===== src/rtl/clock_pkg.sv =====
// Shared types and BCD helpers for the timekeeping path.
// Hour/minute increments are per-digit BCD so no field ever passes through binary.
package clock_pkg;

  typedef struct packed {
    logic [1:0] h_t;
    logic [3:0] h_u;
    logic [2:0] m_t;
    logic [3:0] m_u;
    logic [2:0] s_t;
    logic [3:0] s_u;
  } bcd_time_t;

  typedef struct packed {
    logic [1:0] t;
    logic [3:0] u;
  } bcd_hour_t;

  // Minutes and seconds share this shape.
  typedef struct packed {
    logic [2:0] t;
    logic [3:0] u;
  } bcd_min_t;

  typedef enum logic [1:0] {RUN, SET_TIME, SET_ALARM} mode_t;
  typedef enum logic {IDLE, RINGING} ring_t;

  localparam logic [1:0] HourMaxT = 2'd2;
  localparam logic [3:0] HourMaxU = 4'd3;
  localparam logic [2:0] MinMaxT  = 3'd5;
  localparam logic [3:0] MinMaxU  = 4'd9;

  function automatic bcd_hour_t inc_hour(bcd_hour_t h);
    bcd_hour_t r;
    if (h.t == HourMaxT && h.u == HourMaxU) begin
      r = '0;
    end else if (h.u == 4'd9) begin
      r.t = h.t + 2'd1;
      r.u = 4'd0;
    end else begin
      r.t = h.t;
      r.u = h.u + 4'd1;
    end
    return r;
  endfunction

  function automatic logic min_at_max(bcd_min_t m);
    return (m.t == MinMaxT) && (m.u == MinMaxU);
  endfunction

  function automatic bcd_min_t inc_min(bcd_min_t m);
    bcd_min_t r;
    if (m.u == 4'd9) begin
      r.u = 4'd0;
      r.t = (m.t == MinMaxT) ? 3'd0 : m.t + 3'd1;
    end else begin
      r.t = m.t;
      r.u = m.u + 4'd1;
    end
    return r;
  endfunction

endpackage


===== src/rtl/tick_gen.sv =====
// One-second tick prescaler: tick pulses for one cycle when the count hits CLK_FREQ_HZ-1.
// clr holds the count at zero so a full period follows its release.
module tick_gen #(
  parameter int unsigned CLK_FREQ_HZ = 100_000_000
) (
  input  logic clk,
  input  logic reset,
  input  logic clr,
  output logic tick
);

  localparam int unsigned CntW = (CLK_FREQ_HZ > 1) ? $clog2(CLK_FREQ_HZ) : 1;
  localparam logic [CntW-1:0] CntMax = CntW'(CLK_FREQ_HZ - 1);

  logic [CntW-1:0] count_q, count_d;

  always_comb begin
    tick    = !clr && (count_q == CntMax);
    count_d = (clr || tick) ? '0 : count_q + CntW'(1);
  end

  always_ff @(posedge clk) begin
    if (reset) begin
      count_q <= '0;
    end else begin
      count_q <= count_d;
    end
  end

endmodule


===== src/rtl/time_core.sv =====
// Timekeeping core: 24 h BCD clock, alarm register, display select and alarm ring control.
// disp_time and alarm are registered from next-state so both show a tick's effect together.
module time_core
  import clock_pkg::*;
#(
  parameter int unsigned CLK_FREQ_HZ      = 100_000_000,
  parameter int unsigned ALARM_DURATION_S = 60
) (
  input  logic        clk,
  input  logic        reset,
  input  logic        set_time,
  input  logic        set_alarm,
  input  logic        btn_hour,
  input  logic        btn_min,
  input  logic        alarm_en,
  input  logic        alarm_stop,
  output logic [19:0] disp_time,
  output logic        alarm
);

  localparam int unsigned RingW = (ALARM_DURATION_S >= 1) ? $clog2(ALARM_DURATION_S + 1) : 1;
  localparam logic [RingW-1:0] RingDur = RingW'(ALARM_DURATION_S);

  mode_t            mode_q, mode_d;
  ring_t            ring_q, ring_d;
  bcd_time_t        time_q, time_d, disp_q, disp_d;
  bcd_hour_t        alarm_h_q, alarm_h_d, time_h_inc, alarm_h_inc;
  bcd_min_t         alarm_m_q, alarm_m_d, time_m_inc, time_s_inc, alarm_m_inc;
  logic [RingW-1:0] ring_cnt_q, ring_cnt_d;
  logic             tick, tick_clr, trigger, ring_kill;

  assign tick_clr = (mode_q == SET_TIME);

  tick_gen #(
    .CLK_FREQ_HZ(CLK_FREQ_HZ)
  ) u_tick_gen (
    .clk  (clk),
    .reset(reset),
    .clr  (tick_clr),
    .tick (tick)
  );

  assign time_h_inc  = inc_hour(bcd_hour_t'({time_q.h_t, time_q.h_u}));
  assign time_m_inc  = inc_min(bcd_min_t'({time_q.m_t, time_q.m_u}));
  assign time_s_inc  = inc_min(bcd_min_t'({time_q.s_t, time_q.s_u}));
  assign alarm_h_inc = inc_hour(alarm_h_q);
  assign alarm_m_inc = inc_min(alarm_m_q);

  always_comb begin
    if (set_time) begin
      mode_d = SET_TIME;
    end else if (set_alarm) begin
      mode_d = SET_ALARM;
    end else begin
      mode_d = RUN;
    end
  end

  always_comb begin
    time_d    = time_q;
    alarm_h_d = alarm_h_q;
    alarm_m_d = alarm_m_q;
    unique case (mode_q)
      SET_TIME: begin
        time_d.s_t = 3'd0;
        time_d.s_u = 4'd0;
        if (btn_hour) {time_d.h_t, time_d.h_u} = time_h_inc;
        if (btn_min)  {time_d.m_t, time_d.m_u} = time_m_inc;
      end
      RUN, SET_ALARM: begin
        if (tick) begin
          {time_d.s_t, time_d.s_u} = time_s_inc;
          if (min_at_max(bcd_min_t'({time_q.s_t, time_q.s_u}))) begin
            {time_d.m_t, time_d.m_u} = time_m_inc;
            if (min_at_max(bcd_min_t'({time_q.m_t, time_q.m_u}))) begin
              {time_d.h_t, time_d.h_u} = time_h_inc;
            end
          end
        end
        if (mode_q == SET_ALARM) begin
          if (btn_hour) alarm_h_d = alarm_h_inc;
          if (btn_min)  alarm_m_d = alarm_m_inc;
        end
      end
      default: ;
    endcase
  end

  always_comb begin
    if (mode_d == SET_ALARM) begin
      disp_d = '{h_t: alarm_h_d.t, h_u: alarm_h_d.u, m_t: alarm_m_d.t, m_u: alarm_m_d.u,
                 s_t: 3'd0, s_u: 4'd0};
    end else begin
      disp_d = time_d;
    end
  end

  // Trigger looks at the post-tick time so alarm rises with the matching display.
  always_comb begin
    trigger   = tick && (mode_q != SET_TIME) && alarm_en &&
                (time_d.s_t == 3'd0) && (time_d.s_u == 4'd0) &&
                ({time_d.h_t, time_d.h_u} == alarm_h_q) &&
                ({time_d.m_t, time_d.m_u} == alarm_m_q);
    ring_kill = alarm_stop || !alarm_en || (mode_d == SET_TIME);
    ring_d     = ring_q;
    ring_cnt_d = ring_cnt_q;
    unique case (ring_q)
      IDLE: begin
        if (trigger && !ring_kill) begin
          ring_d     = RINGING;
          ring_cnt_d = '0;
        end
      end
      RINGING: begin
        if (ring_kill) begin
          ring_d = IDLE;
        end else if (tick) begin
          ring_cnt_d = ring_cnt_q + RingW'(1);
          if (ring_cnt_d == RingDur) ring_d = IDLE;
        end
      end
      default: ;
    endcase
  end

  always_ff @(posedge clk) begin
    if (reset) begin
      mode_q     <= RUN;
      ring_q     <= IDLE;
      time_q     <= '0;
      alarm_h_q  <= '0;
      alarm_m_q  <= '0;
      disp_q     <= '0;
      ring_cnt_q <= '0;
    end else begin
      mode_q     <= mode_d;
      ring_q     <= ring_d;
      time_q     <= time_d;
      alarm_h_q  <= alarm_h_d;
      alarm_m_q  <= alarm_m_d;
      disp_q     <= disp_d;
      ring_cnt_q <= ring_cnt_d;
    end
  end

  assign disp_time = disp_q;
  assign alarm     = (ring_q == RINGING);

endmodule


===== config.mk =====
export PLATFORM = sky130hd
export DESIGN_NAME = time_core
export DESIGN_NICKNAME = d
export VERILOG_FILES = /design/src/rtl/clock_pkg.sv /design/src/rtl/tick_gen.sv /design/src/rtl/time_core.sv
export SDC_FILE = /design/constraint.sdc
export NUM_CORES = 1
export LEC_CHECK = 0
export CELL_PAD_IN_SITES_DETAIL_PLACEMENT = 2
export CELL_PAD_IN_SITES_GLOBAL_PLACEMENT = 2
export CORE_MARGIN = 1.5
export CORE_UTILIZATION = 40
export CTS_CLUSTER_SIZE = 20
export DETAILED_ROUTE_END_ITERATION = 16
export HOLD_SLACK_MARGIN = 0.03
export PLACE_DENSITY_LB_ADDON = 0.2
export SETUP_SLACK_MARGIN = 0.02
export SLEW_MARGIN = 20
export SYNTH_ARGS = -nofsm -noshare
export SYNTH_HDL_FRONTEND = slang
export SYNTH_SLANG_ARGS = --single-unit

===== constraint.sdc =====
create_clock -name clk -period 5.8 [get_ports clk]
set_input_delay 1.16 -clock clk [delete_from_list [all_inputs] [get_ports clk]]
set_output_delay 1.16 -clock clk [all_outputs]
set_load 0.01 [all_outputs]

After elaboration in Yosys (flattened, before gate mapping)
Cells that the tools add are included.
{"block": "totals", "ff_bits": 89, "inputBits": 8, "output_inout_bits": 21, "wordCells": 116}
{"block": "op_classes", "addsub": 12, "n_eq_ne": 24, "n_mux": 34, "bitwise": 1, "n_reduce_logical": 25}
{"operator": "6-bit two-way mux", "n": 12}
{"operator": "7-bit two-way mux", "n": 7}
{"operator": "20-bit two-way mux", "n": 2}
{"operator": "20-bit one-hot mux with 2 select lines", "n": 1}
{"operator": "27-bit by 1-bit adder with 27-bit output, second input constant", "n": 1}
{"operator": "27-bit == test, second input constant", "n": 1}
{"operator": "4-bit by 1-bit adder with 4-bit output, second input constant", "n": 5}
{"operator": "4-bit == test, second input constant", "n": 5}
{"operator": "13-bit two-way mux", "n": 1}
{"operator": "1-bit logical AND", "n": 12}
{"operator": "6-bit one-hot mux with 2 select lines", "n": 1}
{"operator": "3-bit by 1-bit adder with 3-bit output, second input constant", "n": 3}
{"operator": "3-bit == test, second input constant", "n": 3}
{"operator": "3-bit two-way mux", "n": 3}
{"operator": "2-bit == test, second input constant", "n": 4}
{"operator": "4-bit by 2-bit == test with 1-bit output, second input constant", "n": 2}
{"operator": "7-bit == test", "n": 1}
{"operator": "6-bit by 1-bit adder with 6-bit output, second input constant", "n": 1}
{"operator": "6-bit == test", "n": 1}
{"operator": "6-bit == test, second input constant", "n": 1}
{"operator": "2-bit OR reduction", "n": 3}
{"operator": "2-bit by 1-bit adder with 2-bit output, second input constant", "n": 2}
{"operator": "2-bit by 1-bit == test with 1-bit output, second input constant", "n": 2}
{"operator": "4-bit zero test", "n": 1}
{"operator": "other kinds (11)", "n": 21}

Depth between registers and ports, before layout
Gate-level depths: netlist of run 1.
{"block": "logic_depth", "ltp_word": 15, "ltp_mapped": 11}

Hierarchy
Synthesis of run 1 repeated with hierarchy kept, for this count alone.
{"block": "unflattened", "hier_cells": 527, "area_unflattened_um2": 4559.4}
{"module": "time_core", "instances": 1, "cells_per_inst": 375, "area_each_um2": 3238.1, "seq_area_each_um2": 1241.2}
{"module": "tick_gen", "instances": 1, "cells_per_inst": 152, "area_each_um2": 1321.3, "seq_area_each_um2": 540.5}

Worst setup path after synthesis of run 1
Ideal clock, no wire load.
{"block": "synth_timing", "kind": "input to register", "startpoint": "input port btn_hour", "endpoint": "register ring_cnt_q[3]", "setup_ns": 0.120, "arrival_time_ns": 2.826, "required_time_ns": 5.680, "slack_ns": 2.854, "cell_stages": 8, "path_buffers": 0, "cell_sequence": "nand3b_1 o21ai_0 a31oi_1 or3_1 a22oi_2 nand4_1 or2_1 a211o_1"}
{"block": "synth_via", "elab_chain_cells": 8}
{"item": "start: declaration", "line_no": "time_core.sv:13", "text": "input logic btn_hour,"}
{"item": "6-bit two-way mux", "line_no": "time_core.sv:67", "text": "if (btn_hour) {time_d.h_t, time_d.h_u} = time_h_inc;"}
{"item": "20-bit one-hot mux with 2 select lines", "line_no": "time_core.sv:63", "text": "unique case (mode_q)"}
{"item": "6-bit == test", "line_no": "time_core.sv:102", "text": "({time_d.h_t, time_d.h_u} == alarm_h_q) &&"}
{"item": "1-bit logical AND", "line_no": "time_core.sv:101", "text": "(time_d.s_t == 3'd0) && (time_d.s_u == 4'd0) &&"}
{"item": "1-bit logical AND", "line_no": "time_core.sv:102"}
{"item": "1-bit logical AND", "line_no": "time_core.sv:109", "text": "if (trigger && !ring_kill) begin"}
{"item": "2-bit inequality test (no line)"}
{"item": "3-bit AND reduction (no line)"}
{"item": "end signal: assignment", "line_no": "time_core.sv:142", "text": "ring_cnt_q <= ring_cnt_d;"}
{"item": "end: declaration", "line_no": "time_core.sv:29", "text": "logic [RingW-1:0] ring_cnt_q, ring_cnt_d;"}
Every way passes these cells.
A chain may end at the register's enable or synchronous reset.

Worst setup path after layout of run 1
{"block": "layout_timing", "startpoint": "input port btn_min", "endpoint": "register ring_cnt_q[3]"}
{"block": "layout_via", "elab_chain_cells": 7}
{"item": "start: declaration", "line_no": "time_core.sv:14", "text": "input logic btn_min,"}
{"item": "7-bit two-way mux", "line_no": "time_core.sv:68", "text": "if (btn_min) {time_d.m_t, time_d.m_u} = time_m_inc;"}
{"item": "20-bit one-hot mux with 2 select lines", "line_no": "time_core.sv:63"}
{"item": "7-bit == test", "line_no": "time_core.sv:103", "text": "({time_d.m_t, time_d.m_u} == alarm_m_q);"}
{"item": "1-bit logical AND", "line_no": "time_core.sv:102"}
{"item": "1-bit logical AND", "line_no": "time_core.sv:109"}
{"item": "2-bit inequality test (no line)"}
{"item": "3-bit AND reduction (no line)"}
Every way passes these cells.

==> flow_summary.json, run 1 <==
{
  "period_minus_slack_ns": 3.67,
  "design_area_um2": 5500,
  "grt_pass1_wl_mm": 24.1,
  "synthCells": 570,
  "finish.utilization_pct": 46.1,
  "first_pass_iters": 4,
  "power.leakage_nw": 1.96,
  "ys_seq_area_share_pct": 36.7,
  "finalNetCount": 603,
  "crit_fanout": 11,
  "numPortBuffers": 28,
  "slew_violations": 0,
  "cts-root-buf": "clkbuf_16",
  "viasPerCell": 5.76,
  "powerDensity_nw_per_um2": 222,
  "finClkSkew_ns": 0.0105,
  "postCtsSetupBuffers": 0,
  "setup_viol": 0,
  "critPathArrivalTime_ns": 3.90,
  "die_h_um": 113,
  "drt.antenna.violating_nets": 0,
  "hold_path_class": "reg2reg",
  "yosysTopAreaCell": "dfxtp_1",
  "layout-drive-gt1-share_pct": 8.52,
  "slew_headroom_pct": 57.4,
  "avgRoutedWirePerCell_um": 20.0,
  "setup_ws_ns": 2.13,
  "postSynth.asyncResetShare_pct": 0,
  "place.gp.congestion": 0.858,
  "clkLatencyLatePin_ns": 0.35,
  "route.detailed.drc": 0,
  "synth_common_cells": "dfxtp_1 (89), nor2_1 (83), nand2_1 (42)",
  "cp.required_ns": 6.04,
  "synth.most_common_cell": "dfxtp_1",
  "cts-buffers-inserted": 9,
  "floorplan.core_area_um2": 11900,
  "cts_tree": "built",
  "io_pins": 29,
  "tns_ns": 0,
  "ctsResizeCount": 0,
  "numClockSinks": 89,
  "area_delta_synth_final_pct": 13.1,
  "ys_seq_elements": 89,
  "critPathCaptureType": "register",
  "yosys_warnings": 0,
  "grt_max_degree": 57,
  "first_global_vias": 4607,
  "ys_dominant_reg_cell": "dfxtp_1",
  "num_rows": 40,
  "synth_area_per_cell_um2": 8.53,
  "hold_viol_final": 0,
  "antenna_found_initial": 0,
  "clkSlewWorstSetupHoldPaths_ns": 0.06,
  "ys_types": 71,
  "startpoint_type": "input pin",
  "synth_edf_count": 0,
  "num_antenna_cells": 0,
  "grt_overflow": 0,
  "worst_pin_slew_ns": 0.637,
  "gr-usage-all-layers_pct": 24.0,
  "dp_slack_ns": 1.89,
  "drt_iter0_markers": 205,
  "drt-total-wl_mm": 14.7,
  "outcome": "finished clean",
  "vdd_ir_drop_max_mv": 0.189,
  "synth.cell_area_um2": 4860,
  "hpwl_mm": 10.7,
  "ys_top_cells_by_area": "dfxtp_1 (37%), nor2_1 (6.4%), xor2_1 (5.0%)",
  "start_util_pct": 40.8,
  "critical_path_class": "in2reg",
  "htree_levels": 3,
  "syn_nets": 589,
  "die_w_um": 113,
  "rsz0062_at_grt": "no",
  "cts-hold-fix-buffers": 0,
  "dpl_cell_area_um2": 5220,
  "vias": 4226,
  "dieArea_um2": 12800,
  "post-route-period-util_pct": 63.2,
  "cts_buffer_depth": 2,
  "synth_top_area_share_pct": 36.7,
  "maxCapViolations": 0,
  "fmax_mhz": 273,
  "total_power_mw": 1.22
}
## cells by family after synthesis
kind of cell	share of synthesized area, %
adder cells (fa/ha/maj)	2.83
AND/OR/NAND/NOR	30.6
buffers and inverters	4.07
flip-flops	36.7
multiplexers	4.92
XOR/XNOR	8.47
AO/OA/AOI/OAI	12.5
## final cells by class
type | count | area (um2)
Inverter | 20 | 75.1
Timing Repair Buffer | 32 | 313
Clock buffer | 11 | 243
Multi-Input combinational cell | 432 | 2880
Tap cell | 147 | 184
Fill cell | 1341 | 6420
Sequential cell | 89 | 1780
Clock inverter | 3 | 18.8
## worst paths after layout
path / slack (ns) / startpoint / cells after the start / end
worst max register to register: 2.44 / u_tick_gen.count_q[0]$_SDFF_PP0_ / 10 / ring_cnt_q[3]$_SDFFE_PP0P_
worst min-delay path: 0.46 / u_tick_gen.count_q[0]$_SDFF_PP0_ / 1 / u_tick_gen.count_q[0]$_SDFF_PP0_
worst min register to register: 0.46 / u_tick_gen.count_q[0]$_SDFF_PP0_ / 1 / u_tick_gen.count_q[0]$_SDFF_PP0_
worst max-delay path: 2.13 / btn_min / 10 / ring_cnt_q[3]$_SDFFE_PP0P_
## per-layer routing
| layer | vias to the layer above | wire [um] | GRT usage, % |
|---|---|---|---|
| met1 | 2128 | 6980 | 30.6 |
| met5 | - | 0 | 0 |
| li1 | 2030 | - | - |
| met4 | 0 | 186 | 5.83 |
| met3 | 11 | 372 | 4.87 |
| met2 | 57 | 7170 | 41.6 |
## flip-flops by register name, summed over array words and instances (netlist names)
register	flops
u_tick_gen.count_q	27
disp_time	20
time_q	20
alarm_m_q	7
alarm_h_q	6
ring_cnt_q	6
mode_q	2
alarm	1
## power by group
part / leakage, nW / internal (mW) / switching (mW)
clock: 0.131 / 0.297 / 0.244
combinational: 1.11 / 0.0207 / 0.0348
sequential: 0.718 / 0.615 / 0.00657
total: 1.96 / 0.933 / 0.286
## stage by stage
stage               std cells  hold slack (ns)
floorplan                 570            0.413
global placement          719            0.422
detailed placement        719            0.449
CTS                       733            0.464
global route              734            0.499
finish                    734            0.460
## critical path, stage by stage
cell	delay, ns
clkdlybuf4s50_1	0.55
nand3b_1	0.36
o21ai_0	0.30
nand2_1	0.10
a22oi_1	0.20
o2111ai_1	0.14
nor4_1	0.30
nand4_1	0.25
or2_1	0.30
a211o_1	0.25
## layout by cell type, fill, tap and decap left out, types with 7 or more instances in the layout
cell type,Yosys,final
a21oi_1,26,26
and2_1,8,8
clkbuf_16,0,9
clkdlybuf4s50_1,0,27
dfxtp_1,89,89
ha_1,11,11
inv_1,20,20
mux2_2,11,11
mux2i_1,10,10
nand2_1,42,42
nand3_1,21,21
nand3b_1,7,7
nand4_1,11,11
nor2_1,83,83
nor2b_1,11,11
nor3_1,16,16
nor3b_1,8,8
o21ai_0,17,17
or3_1,7,7
xnor2_1,19,19
xor2_1,28,28
No activity file was read; power rests on OpenSTA's default activity.
==> run 2: changes to the inputs <==
--- a/config.mk
+++ b/config.mk
@@ -8,7 +8,7 @@
 export CELL_PAD_IN_SITES_DETAIL_PLACEMENT = 2
 export CELL_PAD_IN_SITES_GLOBAL_PLACEMENT = 2
 export CORE_MARGIN = 1.5
-export CORE_UTILIZATION = 40
+export CORE_UTILIZATION = 33
 export CTS_CLUSTER_SIZE = 20
 export DETAILED_ROUTE_END_ITERATION = 16
 export HOLD_SLACK_MARGIN = 0.03
==> constraint.sdc (replaced) <==
create_clock -name clk -period 3.2 [get_ports clk]
set_input_delay 0.64 -clock clk [delete_from_list [all_inputs] [get_ports clk]]
set_output_delay 0.64 -clock clk [all_outputs]
set_load 0.01 [all_outputs]
==> run 2 against run 1 <==
Total power up 90%. Hold slack got worse by 0.013 ns. Critical path depth decreased by 1. Sequential power rose by 82%. Sequential cell count unchanged. Die area grew 21%. Utilization shrank 6.2 points. Cell area is 5.3% higher. Clock-buffer cell count up 2. Clock skew decreased by 0.0026 ns. Critical endpoint unchanged. Largest cell class unchanged.
==> flow_summary.json, run 2 (synthesized netlist as in run 1, its figures left out) <==
{
  "post-route-period-util_pct": 93.8,
  "cp.required_ns": 3.44,
  "largest_register_ffs": 27,
  "rr_startpoint": "mode_q[0]$_SDFF_PP0_",
  "critPathSlowestCell": "dfxtp_1",
  "hold_viol_final": 0,
  "cts-hold-fix-buffers": 0,
  "drt.antenna.violating_nets": 0,
  "drt_iter0_markers": 149,
  "outcome": "finished clean",
  "whs_ns": 0.447,
  "dpl_cell_area_um2": 5450,
  "rrSetupSlack_ns": 0.20,
  "place.gp.congestion": 0.845,
  "grt_overflow": 0,
  "layout-drive-gt1-share_pct": 13.5,
  "layout_commonest_cell": "dfxtp_1",
  "crit_chain": "nor2b_1 > nand4b_1 > and4_1 > a311oi_1 > o2111ai_1 > nor4_1 > nand4_1 > or2_1 > a211o_1",
  "crit_cells": 9,
  "floorplan.core_area_um2": 14500,
  "cts-buffers-inserted": 9,
  "cts_tree": "built",
  "cts_buffer_depth": 2,
  "num_rows": 44,
  "critical_path_class": "reg2reg",
  "hold_end": "u_tick_gen.count_q[0]$_SDFF_PP0_",
  "io_pins": 29,
  "slew_headroom_pct": 53.0,
  "htree_levels": 3,
  "p_seq_share_pct": 48.7,
  "setup_viol": 0,
  "finalNetCount": 629,
  "numPortBuffers": 28,
  "grt_pass1_wl_mm": 23.9,
  "hpwl_mm": 10.9,
  "switchingPower_uw": 539,
  "rsz0062_at_grt": "no",
  "startpoint_type": "register",
  "period_minus_slack_ns": 3.00,
  "finClkSkew_ns": 0.00790,
  "maxCapViolations": 0,
  "critPathCaptureType": "register",
  "clkLatencyLatePin_ns": 0.35,
  "avgRoutedWirePerCell_um": 18.2,
  "route.detailed.drc": 0,
  "start_util_pct": 33.6,
  "gr-usage-all-layers_pct": 19.2,
  "antenna_found_initial": 0,
  "vias": 4246,
  "num_antenna_cells": 0,
  "critPathArrivalTime_ns": 3.24,
  "area_delta_synth_final_pct": 19.1,
  "first_pass_iters": 4,
  "cts-root-buf": "clkbuf_16",
  "r2r-end": "ring_cnt_q[3]$_SDFFE_PP0P_",
  "drt-total-wl_mm": 14.6,
  "first_global_vias": 4532,
  "die_h_um": 124,
  "fillers": 1638,
  "dieArea_um2": 15500,
  "critPathBufInv": 0,
  "max_flop_register": "u_tick_gen.count_q",
  "hold_start": "u_tick_gen.count_q[0]$_SDFF_PP0_",
  "swShare_pct": 23.3,
  "combPwrFrac_pct": 4.7,
  "powerDensity_nw_per_um2": 399,
  "hold_path_class": "reg2reg",
  "clkSlewWorstSetupHoldPaths_ns": 0.07,
  "design_area_um2": 5790,
  "power.leakage_nw": 2.11,
  "cp_top_family": "simple AND/OR/NAND/NOR gates",
  "power_frac_clock_pct": 46.5,
  "holdPathStages": 1,
  "ff2ff_path_depth": 9,
  "fmax_mhz": 333,
  "numClockSinks": 89,
  "cpPeakStageDelay_ns": 0.41,
  "slew_violations": 0,
  "crit_fanout": 9,
  "final_cell_mix": "dfxtp_1 (89), nor2_1 (83), nand2_1 (42)",
  "grt_max_degree": 33,
  "die_w_um": 124,
  "worst_pin_slew_ns": 0.700,
  "vdd_ir_drop_max_mv": 0.213,
  "viasPerCell": 5.31,
  "intPower_mw": 1.77
}
-- run 2: metrics by stage --
stage	util, %	setup slack, ns	instances	setup TNS [ns]	power [mW]
2_1_floorplan	-	0.523	570	0	1.21
6_report	40.0	0.197	799	0	2.31
3_5_place_dp	37.6	-0.193	780	-0.497	1.26
3_3_place_gp	37.6	-0.0433	780	-0.0433	1.25
5_1_grt	40.0	0.0178	799	0	2.40
4_1_cts	39.7	0.122	796	0	2.34
-- run 2: cell type report --
| cell class | count | area, um2 | area share [%] |
|---|---|---|---|
| clock buffers | 13 | 280 | 4.84 |
| clock inverters | 3 | 22.5 | 0.389 |
| inverters | 20 | 75.1 | 1.30 |
| multi-input cells | 432 | 2900 | 50.1 |
| flip-flops and latches | 89 | 1780 | 30.8 |
| well taps | 184 | 230 | 3.98 |
| repair buffers | 58 | 500 | 8.65 |
-- run 2: how the worst max path moves through the flow --
stage | slack [ns] | end | startpoint
after floorplan | 0.52 | ring_cnt_q[3]$_SDFFE_PP0P_ | u_tick_gen.count_q[0]$_SDFF_PP0_
after global placement | -0.04 | ring_cnt_q[3]$_SDFFE_PP0P_ | btn_min
after detailed placement | -0.19 | ring_cnt_q[3]$_SDFFE_PP0P_ | btn_min
after CTS | 0.12 | ring_cnt_q[3]$_SDFFE_PP0P_ | u_tick_gen.count_q[10]$_SDFF_PP0_
after global routing | 0.02 | ring_cnt_q[3]$_SDFFE_PP0P_ | mode_q[0]$_SDFF_PP0_
final | 0.20 | ring_cnt_q[3]$_SDFFE_PP0P_ | mode_q[0]$_SDFF_PP0_
-- run 2: per-layer routing --
metal	share of wire [%]	track usage [%]
met5	0	0
met4	1.3	5.88
met3	2.4	2.75
met2	48	32.4
met1	49	25.5
-- run 2: worst register-to-register path, stage by stage (launching register included) --
cell and delay, ns:
dfxtp_1 0.41, nor2b_1 0.32, nand4b_1 0.36, and4_1 0.34
a311oi_1 0.24, o2111ai_1 0.16, nor4_1 0.25, nand4_1 0.23
or2_1 0.31, a211o_1 0.26
-- run 2: what timing repair did --
action                     in CTS  in global routing
gates resized for setup         0                  4
setup endpoints to repair       0                  3
setup buffers                   0                  3
-- run 2: power by group through the flow --
stage / logic, mW / clock network, mW / registers, mW
final: 0.110 / 1.08 / 1.13
after global routing: 0.121 / 1.15 / 1.13
after CTS: 0.108 / 1.11 / 1.13
after detailed placement: 0.107 / 0 / 1.15
after global placement: 0.104 / 0 / 1.15
after floorplan: 0.0633 / 0 / 1.15
